[src/rtl/arbiter_rr_param_if.sv]
// Request/grant bundle between N masters and the arbiter.
//   req       : master -> arbiter, one bit per requester, level-sensitive
//   gnt       : arbiter -> master, one-hot (or zero) registered grant
//   gnt_valid : arbiter -> master, OR of gnt
//   gnt_id    : arbiter -> master, index of granted requester (0 when idle)
interface arbiter_rr_param_if #(
    parameter int N = 4
);
    localparam int IW = (N > 1) ? $clog2(N) : 1;

    logic [N-1:0]  req;
    logic [N-1:0]  gnt;
    logic          gnt_valid;
    logic [IW-1:0] gnt_id;

    modport master (output req, input gnt, gnt_valid, gnt_id);
    modport slave  (input req, output gnt, gnt_valid, gnt_id);
endinterface

[src/rtl/arbiter_rr_param.sv]
// N-way arbiter onto a single shared resource, registered one-hot grant.
//   MODE 0 : slot polling, requester i owns every N-th cycle.
//   MODE 1 : work-conserving round-robin with grant hold; MAX_HOLD caps the
//            consecutive cycles an owner keeps the grant while others wait.
// Ports:
//   clk : rising-edge clock
//   rst : asynchronous active-low reset
//   bus : arbiter_rr_param_if.slave (req in; gnt, gnt_valid, gnt_id out)
module arbiter_rr_param #(
    parameter int N        = 4,
    parameter int MODE     = 1,
    parameter int MAX_HOLD = 8
) (
    input  logic               clk,
    input  logic               rst,
    arbiter_rr_param_if.slave  bus
);
    localparam int IW = (N > 1) ? $clog2(N) : 1;
    localparam int HW = (MAX_HOLD > 0) ? $clog2(MAX_HOLD + 1) : 1;
    localparam logic [N-1:0]  ONE  = N'(1);
    localparam logic [HW-1:0] HMAX = HW'(MAX_HOLD);
    localparam logic [IW-1:0] LAST = IW'(N - 1);

    typedef enum logic [1:0] {IDLE = 2'd0, SLOT = 2'd1, GRANT = 2'd2} state_t;

    state_t        state_q, state_d;
    logic [IW-1:0] ptr_q, ptr_d;   // round-robin priority head, or slot in MODE 0
    logic [HW-1:0] hold_q, hold_d;
    logic [N-1:0]  gnt_q, gnt_d;
    logic [IW-1:0] id_q, id_d;     // doubles as the current owner
    logic          vld_q;
    logic [N-1:0]  req;
    logic          others;
    logic [IW-1:0] nxt;

    assign req           = bus.req;
    assign bus.gnt       = gnt_q;
    assign bus.gnt_valid = vld_q;
    assign bus.gnt_id    = id_q;

    // Modulo-N increment, correct for non-power-of-2 N.
    function automatic logic [IW-1:0] inc(input logic [IW-1:0] s);
        return (s == LAST) ? '0 : s + 1'b1;
    endfunction

    // First requesting index scanning s, s+1, ..., wrapping. Scanned from
    // the far end so the closest hit is the last one written.
    function automatic logic [IW-1:0] pick(input logic [N-1:0] r, input logic [IW-1:0] s);
        logic [IW-1:0] p;
        int            t;
        p = '0;
        for (int k = N - 1; k >= 0; k--) begin
            t = int'(s) + k;
            if (t >= N) t = t - N;
            if (r[IW'(t)]) p = IW'(t);
        end
        return p;
    endfunction

    always_comb begin
        state_d = state_q;
        ptr_d   = ptr_q;
        hold_d  = hold_q;
        gnt_d   = gnt_q;
        id_d    = id_q;
        others  = |(req & ~(ONE << id_q));
        nxt     = '0;
        if (MODE == 0) begin
            case (state_q)
                SLOT: begin
                    gnt_d = req[ptr_q] ? (ONE << ptr_q) : '0;
                    id_d  = req[ptr_q] ? ptr_q : '0;
                    ptr_d = inc(ptr_q);
                end
                default: begin
                    state_d = SLOT;
                    ptr_d   = '0;
                    gnt_d   = '0;
                    id_d    = '0;
                end
            endcase
        end else begin
            case (state_q)
                GRANT: begin
                    if (!req[id_q]) begin
                        // Release: the old owner goes to the back of the queue.
                        ptr_d = inc(id_q);
                        if (|req) begin
                            nxt    = pick(req, inc(id_q));
                            id_d   = nxt;
                            gnt_d  = ONE << nxt;
                            hold_d = HW'(1);
                        end else begin
                            state_d = IDLE;
                            gnt_d   = '0;
                            id_d    = '0;
                            hold_d  = '0;
                        end
                    end else if (MAX_HOLD != 0 && hold_q == HMAX && others) begin
                        // Hold limit reached with waiters: owner is scanned last.
                        nxt    = pick(req, inc(id_q));
                        id_d   = nxt;
                        gnt_d  = ONE << nxt;
                        ptr_d  = inc(id_q);
                        hold_d = HW'(1);
                    end else if (MAX_HOLD != 0 && hold_q != HMAX) begin
                        hold_d = hold_q + 1'b1;
                    end
                end
                default: begin
                    state_d = IDLE;
                    gnt_d   = '0;
                    id_d    = '0;
                    hold_d  = '0;
                    if (|req) begin
                        nxt     = pick(req, ptr_q);
                        state_d = GRANT;
                        id_d    = nxt;
                        gnt_d   = ONE << nxt;
                        hold_d  = HW'(1);
                    end
                end
            endcase
        end
    end

    always_ff @(posedge clk or negedge rst) begin
        if (!rst) begin
            state_q <= IDLE;
            ptr_q   <= '0;
            hold_q  <= '0;
            gnt_q   <= '0;
            id_q    <= '0;
            vld_q   <= 1'b0;
        end else begin
            state_q <= state_d;
            ptr_q   <= ptr_d;
            hold_q  <= hold_d;
            gnt_q   <= gnt_d;
            id_q    <= id_d;
            vld_q   <= |gnt_d;
        end
    end
endmodule

[src/flat_wrapper.sv]
// flat-port wrapper written by rule: the top's interface ports become plain ports
module arbiter_rr_param_flat 
#(
    parameter int N        = 4,
    parameter int MODE     = 1,
    parameter int MAX_HOLD = 8
)
  (clk, rst, bus_req, bus_gnt, bus_gnt_valid, bus_gnt_id);
  arbiter_rr_param_if #(.N(N)) bus_i ();
  input  logic clk;
  input  logic rst;
  input wire logic [$bits(bus_i.req)-1:0] bus_req;
  output wire logic [$bits(bus_i.gnt)-1:0] bus_gnt;
  output wire logic [$bits(bus_i.gnt_valid)-1:0] bus_gnt_valid;
  output wire logic [$bits(bus_i.gnt_id)-1:0] bus_gnt_id;
  assign bus_i.req = bus_req;
  assign bus_gnt = bus_i.gnt;
  assign bus_gnt_valid = bus_i.gnt_valid;
  assign bus_gnt_id = bus_i.gnt_id;
  arbiter_rr_param #(.N(N), .MODE(MODE), .MAX_HOLD(MAX_HOLD)) u_core (.clk(clk), .rst(rst), .bus(bus_i));
endmodule
[config.mk]
export PLATFORM = sky130hd
export DESIGN_NAME = arbiter_rr_param_flat
export DESIGN_NICKNAME = d
export VERILOG_FILES = /design/src/rtl/arbiter_rr_param_if.sv /design/src/rtl/arbiter_rr_param.sv /design/src/flat_wrapper.sv
export SDC_FILE = /design/constraint.sdc
export NUM_CORES = 1
export LEC_CHECK = 0
export CORE_MARGIN = 2
export CORE_UTILIZATION = 55
export CTS_CLUSTER_DIAMETER = 40
export CTS_CLUSTER_SIZE = 14
export DETAILED_ROUTE_END_ITERATION = 10
export GPL_ROUTABILITY_DRIVEN = 1
export PLACE_DENSITY = 0.78
export SLEW_MARGIN = 40
export SYNTH_ARGS = -nofsm -noshare
export SYNTH_HDL_FRONTEND = slang
export SYNTH_SLANG_ARGS = --single-unit
[constraint.sdc]
create_clock -name clk -period 2.61 [get_ports clk]
set_input_delay 0.522 -clock clk [delete_from_list [all_inputs] [get_ports clk]]
set_output_delay 0.522 -clock clk [all_outputs]
set_load 0.005 [all_outputs]
* Word-level counts from Yosys, hierarchy flattened *
Cells that the tools add are included.

operators by class
  add/subtract/negate cells = 16
  order comparisons = 21
  equal/unequal tests = 9
  shifts and indexed selects = 4
  multiplexer cells = 120
  bitwise gates (word level) = 2
  reduce and logical (&&, ||, !) cells = 6

operators with widths
  cell                   number
  $mux W2                72
  $lt A2 B4 Y1 const B   12
  $mux W4                9
  $bmux W1 S2            13
  $mux W1                26
  $ge A3 B3 Y1 const B   6
  $shl A1 B2 Y4 const A  4
  $sub A2 B1 Y2 const B  8
  $add A2 B2 Y3 const B  4
  $reduce_or A4 Y1       3
  $ne A4 B4 Y1 const B   2
  $add A2 B1 Y3 const B  2
  $ge A2 B3 Y1 const B   2
  $ne A2 B2 Y1 const B   3
  $add A4 B1 Y4 const B  1
  $and A4 B4 Y4          1
  $eq A2 B2 Y1 const B   2
  $eq A4 B4 Y1 const B   1
  $not A4 Y4             1
  $reduce_and A2 Y1      2
  $lt A2 B3 Y1 const B   1
  $ne A3 B3 Y1 const B   1
  $add A2 B1 Y2 const B  1
  $logic_and A1 B1 Y1    1

storage, ports and cells
  register bits after elaboration = 15
  word-level logic and storage cells = 184

* Depth between registers and ports, before layout *
Gate-level depths: netlist of the first run.

  depth in word-level cells = 23
  mapped depth = 8
  gate-level depth less buffers = 7

* Worst setup path after synthesis of the first run *
Ideal clock, no wire load.

  kind = register to register
  start = register u_core.id_q[0], in the netlist u_core.bus.gnt_id[0]
  end = register u_core.vld_q, in the netlist u_core.bus.gnt_valid
  arrival = 1981 ps
  required time = 2463 ps
  path slack = 482 ps
  stages on the path, launching flop included = 8
  buffers on the path = 0
  clock period less this slack = 2128 ps
  path through = dfrtp_1 -> inv_1 -> ha_1 -> or2b_1 -> a21o_2 -> and4_4 -> a222oi_1 -> nand4_1

on the way
  word-level cells in the longest chain between the ends = 23
  elaborated cells between the ends (all ways) = 94
  classes of those cells = add/sub: 8; order compare: 4; eq/ne: 1; shift: 3; mux: 73; bitwise: 2; reduce/logical: 3

RTL lines
  item                                           line                                             source
  from (decl)                                    arbiter_rr_param.sv:30                           logic [IW-1:0] id_q, id_d;
  from (signal assigned)                         arbiter_rr_param.sv:140                          id_q <= id_d;
  $add A2 B1 Y2 or $eq A2 B2 Y1 (tied branches)  arbiter_rr_param.sv:43                           return (s == LAST) ? '0 : s + 1'b1;
  $mux W2                                        arbiter_rr_param.sv:43
  $add A2 B2 Y3                                  arbiter_rr_param.sv:53                           t = int'(s) + k;
  $ge A3 B3 Y1 or $sub A2 B1 Y2 (tied branches)  arbiter_rr_param.sv:54                           if (t >= N) t = t - N;
  $mux W2                                        arbiter_rr_param.sv:54
  $mux W2 (on tied branches)                     arbiter_rr_param.sv:88, arbiter_rr_param.sv:99
  $mux W2                                        arbiter_rr_param.sv:85                           if (!req[id_q]) begin
  $mux W2                                        arbiter_rr_param.sv:83                           case (state_q)
  [7 not listed]                                 -
  $mux W2 (on tied branches)                     arbiter_rr_param.sv:88, arbiter_rr_param.sv:99
  $mux W2                                        arbiter_rr_param.sv:85
  $mux W2                                        arbiter_rr_param.sv:83
  $shl A1 B2 Y4 (on tied branches)               arbiter_rr_param.sv:91, arbiter_rr_param.sv:103
  $mux W4 (on tied branches)                     arbiter_rr_param.sv:88, arbiter_rr_param.sv:99
  $mux W4 *                                      arbiter_rr_param.sv:85
  $mux W4 *                                      arbiter_rr_param.sv:83
  $reduce_or A4 Y1 *                             arbiter_rr_param.sv:141                          vld_q <= |gnt_d;
  to (signal assigned)                           arbiter_rr_param.sv:141
  to (decl)                                      arbiter_rr_param.sv:31                           logic vld_q;

Mark *: on every way between the ends. The rest lies on a longest branch, timed or not. The select of a mux whose other input is x is not followed.
A chain may end at the register's enable or synchronous reset.

* Worst setup path after layout of the first run *
  start = input port bus_req[3]
  end = register u_core.vld_q, in the netlist u_core.bus.gnt_valid

on the way
  word-level cells in the longest chain between the ends = 15
  elaborated cells between the ends (all ways) = 71
  classes of those cells = shift: 3; mux: 63; bitwise: 1; reduce/logical: 4

RTL lines
  item                                        line                                             source
  from (decl)                                 flat_wrapper.sv:12                               input wire logic [$bits(bus_i.req)-1:0] bus_req;
  $bmux W1 S2                                 arbiter_rr_param.sv:55                           if (r[IW'(t)]) p = IW'(t);
  $mux W1 (implied by the code) (2 in a row)  arbiter_rr_param.sv:55
  $mux W2 (4 in a row)                        arbiter_rr_param.sv:55
  $mux W2 (on tied branches)                  arbiter_rr_param.sv:88, arbiter_rr_param.sv:99
  $mux W2                                     arbiter_rr_param.sv:85
  $mux W2                                     arbiter_rr_param.sv:83
  $shl A1 B2 Y4 (on tied branches)            arbiter_rr_param.sv:91, arbiter_rr_param.sv:103
  $mux W4 (on tied branches)                  arbiter_rr_param.sv:88, arbiter_rr_param.sv:99
  $mux W4                                     arbiter_rr_param.sv:85
  $mux W4 *                                   arbiter_rr_param.sv:83
  $reduce_or A4 Y1 *                          arbiter_rr_param.sv:141

Marked as above.

==> key figures, run 1 <==
Run
  • Max Cap Violations: 0

Worst setup path
  • Highest net fanout along the worst path: 8
  • R2r endpoint: u_core.bus.gnt_valid
  • Register-to-register setup slack: 0.42 ns
  • Start-to-end type of the worst setup path: primary input to flip-flop
  • Critical Path Sink Type: flip-flop
  • Category of the worst setup path launch point: primary input
  • Maximum cell stage delay along the critical path: 0.58 ns
  • Data arrival time of the critical path: 2.44 ns
  • CP Cell Sequence: clkdlybuf4s50_1 > buf_4 > nand2_1 > o211ai_1 > and4_4 > a222oi_1 > nand4_1
  • R2R depth: 7
  • Startpoint of the most critical setup path: bus_req[3]
  • Crit-path slowest cell: clkdlybuf4s50_1
  • Data required time of the worst path: between 2 and 3 ns
  • R2R Path Start: u_core.bus.gnt_id[1]

Synth
  • Post-Synthesis Mean Instance Area: 9.81 um^2
  • Number of distinct library cell variants in the gate-level netlist after synthesis: 49
  • Count of flip-flops with a built-in enable after synthesis: 0
  • Area fraction of the dominant cell type after synthesis: 31.3%
  • Ranking of synthesized cells by area: dfrtp_1 31%, ha_1 6.7%, mux2i_1 4.5%
  • Cell Area, Synth: between 0.001 and 0.0015 mm^2
  • Post-Synthesis Cells: 114
  • Most common cell in the netlist: dfrtp_1
  • Count of state elements after synthesis: 14
  • Syn_nets: 126
  • Sequential cell area fraction in the yosys report: 31.3%
  • Count of synthesis-stage warnings from yosys: 0
  • Proportion of synthesized flip-flops having asynchronous set or reset: 100%
  • Prevailing post-synth register cell: dfrtp_1
  • Area leader, netlist: dfrtp_1
  • Top cell types by occurrence after synthesis: 14 x dfrtp_1, 8 x nand2_1, 8 x nand2b_1

Clock tree
  • Clock latency reported for the late side of the worst-skew pair: 0.29 ns
  • Buffers inserted during post-CTS setup optimization: 0
  • Number of H-tree levels: 1
  • Number of gates given a new drive strength after cts: 0
  • Cell at the root of the clock tree: clkbuf_4
  • Cts bufs inserted: 3
  • Clock Sinks: 14
  • Clock tree buffer depth: 2
  • Reg clk slew, reported paths: 0.08 ns
  • TritonCTS clock tree: done
  • Count of hold-fix buffers inserted at cts: 0

Pwr
  • Proportion of power drawn by the clock network: a little over a tenth
  • Internal power of the cells: 0.852 mW
  • Power density relative to cell area: 1120 mW/mm^2
  • Seq pwr share: 25.3%
  • Proportion of power drawn by combinational gates: 63.7%
  • Leakage power summed over all cells: 0.582 nW
  • Total power after layout: ~1.5 mW
  • Switching Power: 0.615 mW
  • Switching power as a share of total power: 41.9%
  • Worst ir drop on vdd: 0.654 mV

Floorplanning
  • Area of the core region: 0.00194 mm^2
  • Vertical die dimension: 49.1 um
  • Die X: 49.1 um
  • Initial Util: roughly 58%
  • IO Pins: 13
  • Total die area: 0.00241 mm^2
  • Rows: 16

Global route
  • Number of antenna violations at the first check in global routing: 0
  • Maximum number of pins on one net before global-route repair: 15
  • Number of global-route vias before repair: 957
  • Wire length of the first global-routing pass: 4400 um
  • Total GRT Usage: 23.5%
  • Total grt overflow: 0

STA
  • Setup repair after global routing missed its margin: no
  • Number of setup violations in the final report: 0
  • Final hold violations: 0
  • Final period util: 87.9%
  • Peak clock frequency supported by timing: approximately 440 MHz
  • Shortest period the worst path allows: 2.30 ns
  • Worst hold-check slack: 0.578 ns
  • Sum Neg Setup Slack: 0 ns
  • Fin. max-slew vios: 0
  • Least-Margin Pin Slew: ~0.64 ns
  • Worst max-slew margin expressed relative to the limit: between 50% and 60%
  • Clk_skew: 0.00328 ns

Routing
  • Detailed-route wire length on metal 1: 1130 um
  • Total number of vias: 1000
  • Antenna viol nets, final: 0
  • Routed wire length on met2: around 1300 um
  • Vias per std cell: between 6 and 7
  • Final WL: 2640 um
  • Starting DRT DRC Count: between 40 and 50
  • 1st-pass router iterations: 4
  • DRC violation count after routing: 0
  • Detailed-routed wire length on met3: 199 um
  • Routed wirelength normalized by instance count: 16.5 um
  • Highest metal layer with signal wires: met4

Cells and area
  • Antenna cells: 0
  • Proportion of layout cells with a drive suffix above 1: 15.8%
  • Fin cells: 160
  • Final #Nets: 146
  • Number of inserted filler cells in the final layout: 160
  • Area growth from synthesis to layout: 17.6%

Worst hold path
  • Cell count of the worst hold path: 2
  • Endpoint, Worst Hold: u_core.ptr_q[0]
  • Hold crit path type: flip-flop to flip-flop
  • Launch instance of the worst min-delay path: u_core.ptr_q[0]

Place
  • Count of buffers from port buffering: 12
  • Final estimated routing congestion in global placement: 0.935
  • Instance count after placement with tap cells included: 156
  • Dpl hpwl: 1990 um

Outcome
  • Run status: finished clean
cells by family after synthesis:
group | synth area share (%)
AND/OR/NAND/NOR | 21.4
AO/OA/AOI/OAI | 23.7
flip-flops | 31.3
buffers and inverters | 6.82
multiplexers | 8.50
adder cells (fa/ha/maj) | 6.71
XOR/XNOR | 1.57
metrics by stage:
step	utilization, %	worst slack (ns)	instance area (um^2)
after floorplan	-	0.482	1120
after global placement	65.9	0.0964	1280
after detailed placement	65.9	0.0682	1280
after CTS	67.7	0.309	1320
after global routing	67.7	0.155	1320
final	67.7	0.315	1320
cell type report:
cell class / instances / area, um^2 / area share, %
inverters: 6 / 22.5 / 1.71
repair buffers: 20 / 180 / 13.7
multi-input cells: 89 / 692 / 52.6
well taps: 27 / 33.8 / 2.57
flip-flops and latches: 14 / 350 / 26.6
clock buffers: 4 / 36.3 / 2.76
metal layers:
metal / track usage [%] / vias up
met1: 31.5 / 467
li1: - / 466
met5: 0 / -
met4: 8.57 / 0
met3: 3.07 / 7
met2: 38.5 / 60
registers in the layout, summed over array words and instances (netlist names):
| register | cells |
|---|---|
| u_core.state_q | 1 |
| u_core.bus.gnt_valid | 1 |
| u_core.ptr_q | 2 |
| u_core.bus.gnt_id | 2 |
| u_core.hold_q | 4 |
| u_core.bus.gnt | 4 |
critical path, delay by kind of cell:
kind / cells / cell delay (ns)
AO/OA/AOI/OAI: 2 / 0.63
buffers and inverters: 2 / 0.83
AND/OR/NAND/NOR: 3 / 0.46
layout by cell type, fill, tap and decap left out, drive strengths merged, types with 2 or more instances in the layout:
| master | synthesis | routed |
|---|---|---|
| nor2 | 7 | 7 |
| mux2i | 5 | 5 |
| nor3 | 2 | 2 |
| and4 | 2 | 2 |
| a21o | 3 | 3 |
| o22ai | 2 | 2 |
| or2 | 2 | 2 |
| clkbuf | 1 | 4 |
| dfrtp | 14 | 14 |
| buf | 4 | 8 |
| a21oi | 3 | 3 |
| mux2 | 2 | 2 |
| a31oi | 2 | 2 |
| a222oi | 2 | 2 |
| nand2b | 8 | 8 |
| o211ai | 2 | 2 |
| nand2 | 8 | 8 |
| nor4 | 2 | 2 |
| o21ai | 3 | 3 |
| nand3 | 5 | 5 |
| o32a | 2 | 2 |
| inv | 6 | 6 |
| clkdlybuf4s50 | 0 | 12 |
| ha | 6 | 6 |
| o32ai | 2 | 2 |
power by group through the flow:
| stage | Combinational [mW] | Sequential, mW | Clock [mW] |
|---|---|---|---|
| floorplan | 0.606 | 0.391 | 0 |
| global placement | 0.906 | 0.370 | 0 |
| detailed placement | 0.919 | 0.373 | 0 |
| CTS | 0.930 | 0.370 | 0.162 |
| global route | 1.02 | 0.381 | 0.169 |
| finish | 0.935 | 0.371 | 0.162 |
how the worst max path moves through the flow:
| stage | depth (start not counted) | to |
|---|---|---|
| after global routing | 6 | u_core.bus.gnt_valid |
| after floorplan | 7 | u_core.bus.gnt_valid |
| after CTS | 6 | u_core.bus.gnt_valid |
| final | 7 | u_core.bus.gnt_valid |
| after detailed placement | 5 | u_core.bus.gnt_id[0] |
| after global placement | 5 | u_core.bus.gnt_id[0] |
Power figures use the tool's default switching activity.
==> inputs of run 2 (changes only) <==
Settings changed: CORE_UTILIZATION 55 to 35, PLACE_DENSITY 0.78 to 0.53, SKIP_LAST_GASP set to 1.
==> key figures, run 2 (synthesis gave the netlist of run 1 again) <==
Global route
  • Wire length of the first global-routing pass: 4470 um
  • Number of antenna violations at the first check in global routing: 0
  • Number of global-route vias before repair: 934
  • Maximum number of pins on one net before global-route repair: 15
  • Total GRT Usage: around 17%
  • Total grt overflow: 0

Worst setup path
  • Register-to-register setup slack: 0.44 ns
  • R2R Path Start: u_core.bus.gnt_id[1]
  • CP Cell Sequence: clkdlybuf4s50_1 > nor2_1 > a21oi_1 > and4_1 > a222oi_1 > nand4_1
  • Data required time of the worst path: 2.76 ns
  • Critical Path Sink Type: flip-flop
  • Worst setup path endpoint: u_core.bus.gnt_valid
  • Category of the worst setup path launch point: primary input
  • Number of buffer and inverter instances along the worst setup path: 1
  • Highest net fanout along the worst path: 9
  • Data arrival time of the critical path: 2.46 ns
  • Start-to-end type of the worst setup path: primary input to flip-flop
  • R2R depth: 7
  • Kind of cell with the highest combined delay on the critical path: simple AND/OR/NAND/NOR gates
  • R2r endpoint: u_core.bus.gnt_valid
  • Startpoint of the most critical setup path: bus_req[1]
  • Crit-path slowest cell: clkdlybuf4s50_1
  • Crit. path cell count: 6
  • Maximum cell stage delay along the critical path: around 0.60 ns

Clock tree
  • Reg clk slew, reported paths: approximately 0.080 ns
  • Clock latency reported for the late side of the worst-skew pair: 0.29 ns
  • Buffers inserted during post-CTS setup optimization: 0
  • Cell at the root of the clock tree: clkbuf_4
  • Number of gates given a new drive strength after cts: 0
  • Number of H-tree levels: 1
  • Cts bufs inserted: 3
  • Clock tree buffer depth: 2
  • Count of hold-fix buffers inserted at cts: 0
  • TritonCTS clock tree: done
  • Clock Sinks: 14

Pwr
  • Proportion of power drawn by the clock network: 9.0%
  • Switching power as a share of total power: 42.3%
  • Seq pwr share: 26.0%
  • Internal power of the cells: 0.821 mW
  • Proportion of power drawn by combinational gates: 65.0%
  • Switching Power: between 0.6 and 0.7 mW
  • Worst ir drop on vdd: 0.400 mV
  • Power density relative to cell area: 1070 mW/mm^2
  • Leakage power summed over all cells: 0.579 nW

STA
  • Final hold violations: 0
  • Fin. max-slew vios: 0
  • Final period util: 88.3%
  • Worst hold-check slack: approximately 0.57 ns
  • Sum Neg Setup Slack: 0 ns
  • Least-Margin Pin Slew: just over 0.6 ns
  • Worst max-slew margin expressed relative to the limit: 58.5%
  • Setup repair after global routing missed its margin: no
  • Number of setup violations in the final report: 0
  • Peak clock frequency supported by timing: 434 MHz
  • Shortest period the worst path allows: 2.30 ns
  • Clk_skew: ~0.0014 ns

Cells and area
  • Number of inserted filler cells in the final layout: 300
  • Area growth from synthesis to layout: 18.9%
  • Final #Nets: 147
  • Commonest non-fill, non-tap cells in the layout: 14 x dfrtp_1, 12 x clkdlybuf4s50_1, 9 x buf_4
  • Leading cell type in the layout, fill and taps excluded: dfrtp_1
  • Proportion of layout cells with a drive suffix above 1: 15.8%
  • Antenna cells: 0
  • Fin cells: 177

Floorplanning
  • Area of the core region: 0.00305 mm^2
  • Initial Util: 36.6%
  • Die X: between 60 and 70 um
  • Rows: 20
  • Vertical die dimension: between 60 and 70 um
  • Total die area: 0.00366 mm^2
  • IO Pins: 13

Routing
  • Final WL: 2620 um
  • DRC violation count after routing: 0
  • Routed wirelength normalized by instance count: 14.8 um
  • Vias per std cell: roughly 5.5
  • Total number of vias: 971
  • Antenna viol nets, final: 0
  • 1st-pass router iterations: 4
  • Starting DRT DRC Count: 63

Place
  • Count of buffers from port buffering: 12
  • Dpl hpwl: 2020 um
  • Final estimated routing congestion in global placement: 0.887
  • Instance count after placement with tap cells included: 174

Run
  • Max Cap Violations: 0

Outcome
  • Run status: finished clean

Worst hold path
  • Hold crit path type: flip-flop to flip-flop
run 2: power groups by stage:
stage / combinational [mW] / sequential, mW / clock (mW)
2_1_floorplan: 0.606 / 0.391 / 0
5_1_grt: 1.03 / 0.381 / 0.135
3_5_place_dp: 0.920 / 0.374 / 0
3_3_place_gp: 0.919 / 0.374 / 0
6_report: 0.924 / 0.370 / 0.128
4_1_cts: 0.927 / 0.369 / 0.131
run 2: worst min-delay path by stage:
stage,startpoint,end,slack (ns),cells past startpoint
2_1_floorplan,rst,u_core.bus.gnt[0],0.23,0
3_3_place_gp,u_core.bus.gnt[1],u_core.bus.gnt_valid,0.54,2
3_5_place_dp,u_core.bus.gnt[1],u_core.bus.gnt_valid,0.54,2
4_1_cts,u_core.bus.gnt[1],u_core.bus.gnt_valid,0.57,2
5_1_grt,u_core.hold_q[3],u_core.hold_q[3],0.60,2
6_report,u_core.bus.gnt[1],u_core.bus.gnt_valid,0.57,2
run 2: metal layers:
metal	vias up	share of wire (%)	GRT usage, %
li1	466	-	-
met1	464	49	23.8
met2	36	43	25.5
met3	5	5.1	1.49
met4	0	2.2	8.39
met5	-	0	0
run 2: final cells by class:
cell class                      count  area, um^2  share of cell area, %
Multi-Input combinational cell     89         692                   52.0
Sequential cell                    14         350                   26.3
Timing Repair Buffer               21         188                   14.1
Tap cell                           44        55.1                   4.14
Inverter                            6        22.5                   1.69
Clock buffer                        3        22.5                   1.69
run 2: through the flow:
| step | power, mW | setup slack [ns] | utilization, % | area (um^2) |
|---|---|---|---|---|
| 2_1_floorplan | 0.997 | 0.482 | - | 1120 |
| 3_3_place_gp | 1.29 | 0.0154 | 42.8 | 1310 |
| 3_5_place_dp | 1.29 | 0.0151 | 42.8 | 1310 |
| 4_1_cts | 1.43 | 0.321 | 43.6 | 1330 |
| 5_1_grt | 1.55 | 0.0412 | 43.6 | 1330 |
| 6_report | 1.42 | 0.307 | 43.6 | 1330 |
run 2: worst register-to-register path, cell delays in order, from the launching register on:
cell and delay (ns):
dfrtp_1 0.38, inv_1 0.12, ha_1 0.34, or2b_1 0.25, a21o_2 0.24, and4_4 0.16, a222oi_1 0.40, nand4_1 0.14
